<file path="src/rtl/spi_ram_cmd_master.sv">
// Request/response front end that turns RAM reads and writes into 2-bit-opcode command words,
// skipping address words that repeat the last address sent.
module spi_ram_cmd_master #(
  parameter int ADDR_SIZE = 8,
  parameter int TIMEOUT   = 15
) (
  input  logic                 clk,
  input  logic                 rst,
  input  logic                 req_valid,
  output logic                 req_ready,
  input  logic                 req_write,
  input  logic [ADDR_SIZE-1:0] req_addr,
  input  logic [ADDR_SIZE-1:0] req_wdata,
  output logic                 rsp_valid,
  input  logic                 rsp_ready,
  output logic [ADDR_SIZE-1:0] rsp_rdata,
  output logic                 rsp_err,
  output logic [ADDR_SIZE+1:0] ram_din,
  output logic                 ram_rx_valid,
  input  logic [ADDR_SIZE-1:0] ram_dout,
  input  logic                 ram_tx_valid,
  output logic                 busy
);

  localparam int CNT_W = (TIMEOUT > 1) ? $clog2(TIMEOUT) : 1;

  typedef enum logic [2:0] {IDLE, WADDR, WDATA, RADDR, RCMD, RWAIT, RESP} state_t;

  state_t               state, state_nxt;
  logic [ADDR_SIZE-1:0] addr_q, wdata_q;
  logic [ADDR_SIZE-1:0] wa_shadow, ra_shadow;
  logic                 wa_valid, ra_valid;
  logic [CNT_W-1:0]     wait_cnt;
  logic                 hs, wa_hit, ra_hit, rd_timeout;

  assign req_ready  = (state == IDLE) && !rst;
  assign hs         = req_valid && req_ready;
  assign wa_hit     = wa_valid && (wa_shadow == req_addr);
  assign ra_hit     = ra_valid && (ra_shadow == req_addr);
  assign rd_timeout = (state == RWAIT) && !ram_tx_valid &&
                      (wait_cnt == CNT_W'(TIMEOUT - 1));

  always_ff @(posedge clk or posedge rst) begin
    if (rst) state <= IDLE;
    else     state <= state_nxt;
  end

  always_comb begin
    state_nxt = state;
    case (state)
      IDLE: begin
        if (hs) begin
          if (req_write) state_nxt = wa_hit ? WDATA : WADDR;
          else           state_nxt = ra_hit ? RCMD  : RADDR;
        end
      end
      WADDR: state_nxt = WDATA;
      WDATA: state_nxt = RESP;
      RADDR: state_nxt = RCMD;
      RCMD:  state_nxt = RWAIT;
      RWAIT: if (ram_tx_valid || rd_timeout) state_nxt = RESP;
      RESP:  if (rsp_ready) state_nxt = IDLE;
      default: state_nxt = IDLE;
    endcase
  end

  always_comb begin
    ram_din      = '0;
    ram_rx_valid = 1'b0;
    rsp_valid    = 1'b0;
    busy         = (state != IDLE);
    case (state)
      WADDR: begin ram_rx_valid = 1'b1; ram_din = {2'b00, addr_q};  end
      WDATA: begin ram_rx_valid = 1'b1; ram_din = {2'b01, wdata_q}; end
      RADDR: begin ram_rx_valid = 1'b1; ram_din = {2'b10, addr_q};  end
      RCMD:  begin ram_rx_valid = 1'b1; ram_din = {2'b11, {ADDR_SIZE{1'b0}}}; end
      RESP:  rsp_valid = 1'b1;
      default: ;
    endcase
  end

  // Request fields and shadow addresses are qualified by state/valid flags, so they need no reset.
  always_ff @(posedge clk) begin
    if (hs) begin
      addr_q  <= req_addr;
      wdata_q <= req_wdata;
    end
    if (state == WADDR) wa_shadow <= addr_q;
    if (state == RADDR) ra_shadow <= addr_q;
  end

  always_ff @(posedge clk or posedge rst) begin
    if (rst) begin
      wa_valid  <= 1'b0;
      ra_valid  <= 1'b0;
      wait_cnt  <= '0;
      rsp_rdata <= '0;
      rsp_err   <= 1'b0;
    end else begin
      wait_cnt <= (state == RWAIT) ? wait_cnt + 1'b1 : '0;
      if (state == WADDR) wa_valid <= 1'b1;
      if (state == RADDR) ra_valid <= 1'b1;
      if (hs) begin
        rsp_rdata <= '0;
        rsp_err   <= 1'b0;
      end
      if (state == RWAIT && ram_tx_valid) begin
        rsp_rdata <= ram_dout;
        rsp_err   <= 1'b0;
      end else if (rd_timeout) begin
        // A lost read leaves the RAM's address state unknown, so both shadows are dropped.
        rsp_rdata <= '0;
        rsp_err   <= 1'b1;
        wa_valid  <= 1'b0;
        ra_valid  <= 1'b0;
      end
    end
  end

endmodule

</file>
<file path="config.mk">
export PLATFORM = sky130hd
export DESIGN_NAME = spi_ram_cmd_master
export DESIGN_NICKNAME = d
export VERILOG_FILES = /design/src/rtl/spi_ram_cmd_master.sv
export SDC_FILE = /design/constraint.sdc
export NUM_CORES = 1
export LEC_CHECK = 0
export CORE_ASPECT_RATIO = 1.2
export CORE_UTILIZATION = 46
export CTS_BUF_LIST = sky130_fd_sc_hd__clkbuf_8
export CTS_CLUSTER_SIZE = 12
export DETAILED_ROUTE_END_ITERATION = 6
export PLACE_DENSITY = 0.9
export SLEW_MARGIN = 20
export SYNTH_ARGS = -nofsm -noshare
export SYNTH_HDL_FRONTEND = slang
export SYNTH_SLANG_ARGS = --single-unit
</file>
<file path="constraint.sdc">
create_clock -name clk -period 2.1 [get_ports clk]
set_clock_uncertainty 0.2 [all_clocks]
set_input_delay 0.42 -clock clk [delete_from_list [all_inputs] [get_ports clk]]
set_output_delay 0.42 -clock clk [all_outputs]
set_load 0.01 [all_outputs]
</file>
==> flow_summary.yaml <==
final_layout:
  drive_gt1_share_pct: 27.57
  final_cells: 299
  final_cell_area_um2: 3027
  fin_nets: 274
  postLayoutCoreUtil_pct: 69.95
  syn_to_final_growth_pct: 42.97
  insertedDiodeCount: 0
grt:
  grt_pass1_wl_um: 8528
  antenna_found_initial: 0
  grt_max_degree: 23
  grt_pass1_vias: 1721
  grt_overflow: 0
  grt_usage_pct: 23.78
power_and_ir_drop:
  ir_drop_v: 0.0007765
  power_mw: 3.501
  power_leakage_nw: 1.201
  powerDensity_nw_per_um2: 1157
route:
  ant_nets: 0
  drt-initial-drc-count: 56
  routed_wl_um: 5138
  drt_pre_antenna_iters: 4
  routedWlPerCell_um: 17.18
  viasPerCell: 5.324
  route.detailed.drc: 0
  num_vias: 1592
min_path:
  hold_path_class: "flop to flop"
  min-delay-start: "wait_cnt[0]"
  min_delay_path_depth: 1
  min_to: "wait_cnt[0]"
worst_setup_path:
  crit-reg2reg-launch: "state[1]"
  cp-end-kind: "output port"
  regToRegEndpoint: "wa_valid"
  cp-start-kind: "flop"
  crit_required_ns: 1.48
  crit_fanout: 3
  rr_worst_depth: 7
  ff2ff_setup_slack_ns: 0.06
  worst-setup-path-type: "flop to output port"
  worstPathArrival_ns: 1.49
place:
  dp.cells: 284
  port_buffers: 52
  routabilityCongestion: 0.7990
  hpwl_um: 3603
  placed_cell_area_um2: 2879
  post-place-ws_ns: -0.2900
cts:
  cts_tree: "done"
  cts-root-buf: "clkbuf_8"
  clk_pin_slew_ns: 0.09
  numCtsBuffers: 5
  cts_hold_buffers: 0
  clkLatencyLatePin_ns: 0.31
  clock-sinks: 50
  cts_htree_levels: 2
  cts_buffer_depth: 2
timing:
  setup_viol: 1
  final.setup.worst_slack_ns: -0.01195
  timing.hold.ws_ns: 0.3001
  rsz0062_at_grt: "yes"
  tightestPinTransition_ns: 0.4068
  finalHoldViolations: 0
  finalCritPeriodShare_pct: 100.6
  timing.fmax_mhz: 473.5
  slew_headroom_pct: 72.88
  slew_viol_final: 0
  tns_ns: -0.01195
  period_minus_slack_ns: 2.112
synth:
  yosysSeqAreaShare_pct: 66.67
  syn_nets: 191
  synth.area.top_cells: "edfxtp_1 (45%), dfrtp_1 (21%), xnor2_1 (7.9%)"
  syn_area_um2: 2117
  yosysWarningCount: 0
  synth-seq-cells: 50
  yosysTopAreaCell: "edfxtp_1"
  ys_top_cells_by_count: "edfxtp_1 (32), nor2_1 (20), xnor2_1 (19)"
  netlist_instances: 159
  ys.flop_type: "edfxtp_1"
  synth_edf_count: 32
  syn_avg_cell_area_um2: 13.31
  synthMostInstantiatedCell: "edfxtp_1"
  synth_top_area_share_pct: 45.39
  synthArstFlopShare_pct: 36.00
  ys_types: 33
floorplan:
  core_um2: 4327
  io_pins: 53
  initial_core_util_pct: 48.93
  rows: 26
  die_area_um2: 4879
  die_h_um: 76.32
  die_x_um: 63.93
run:
  drv_cap: 0
run_status:
  violations: "setup timing"
  outcome: "finished, violations left"
## where the power goes
part / internal (mW) / switching, mW
Clock: 0.231 / 0.327
Combinational: 0.822 / 0.742
Sequential: 1.26 / 0.122
Total: 2.31 / 1.19
## layout by cell type, fill, tap and decap left out, types with 2 or more instances in the layout
cell / count
dfrtp_1: 17
o22a_1: 2
nor2_1: 17
clkdlybuf4s50_1: 37
nor3_1: 2
buf_2: 13
o21ai_0: 2
a22oi_1: 5
xnor2_1: 18
a22o_1: 8
a31o_2: 2
nand4_1: 3
buf_4: 24
inv_1: 3
and2_1: 2
ha_1: 2
clkbuf_8: 5
nand2_1: 7
o21bai_1: 2
nor2_4: 2
a22oi_2: 3
edfxtp_1: 32
nand3_1: 4
a21oi_1: 3
buf_6: 7
## layer usage
metal | part of all wire, % | wire length (um) | global-route usage, %
met2 | 53 | 2706 | 40.85
met5 | 0 | 0 | 0
met3 | 6.2 | 320 | 5.240
met1 | 39 | 2005 | 27.90
met4 | 2.1 | 106 | 10.91
## worst max-delay path, cell delays in order (launching register included)
cell and delay [ns]:
dfrtp_1 0.43, buf_6 0.14, or3_4 0.37, buf_6 0.13, buf_6 0.11
## cell families after synthesis
| group | count (synthesis) | synth area share (%) |
|---|---|---|
| flip-flops | 50 | 66.67 |
| AND/OR/NAND/NOR | 47 | 10.93 |
| AO/OA/AOI/OAI | 31 | 11.23 |
| XOR/XNOR | 20 | 8.274 |
| buffers and inverters | 9 | 1.714 |
| adder cells (fa/ha/maj) | 2 | 1.182 |
## timing repair
action | CTS | global route
buffers inserted | 7 | 1
cloned | 0 | 0
resized for setup | 70 | 7
pin swaps | 0 | 2
endpoints found under the setup margin | 14 | 21
## registers in the layout, indices dropped and copies added (netlist names)
| name | flops |
|---|---|
| wa_shadow | 8 |
| state | 3 |
| wait_cnt | 4 |
| rsp_err | 1 |
| rsp_rdata | 8 |
| ra_valid | 1 |
| wa_valid | 1 |
| addr_q | 8 |
| ra_shadow | 8 |
| wdata_q | 8 |
## worst max-delay path by stage
stage / startpoint / to / slack (ns) / cells after the start
floorplan: rst / rsp_rdata[0] / 0.07 / 5
global placement: req_addr[5] / state[0] / -0.19 / 6
detailed placement: req_addr[5] / state[0] / -0.29 / 6
CTS: state[0] / ram_din[1] / -0.03 / 6
global route: state[0] / ram_din[0] / -0.04 / 6
finish: state[1] / busy / -0.01 / 4
## final cells by class
class	count	area [um^2]
sequential	50	1413
fill	286	1300
timing repair buffer	83	726.9
multi-input combinational	100	724.4
tap	56	70.07
clock buffer	5	68.82
clock inverter	3	16.27
inverter	2	7.507
(Power assumes the default switching activity.)
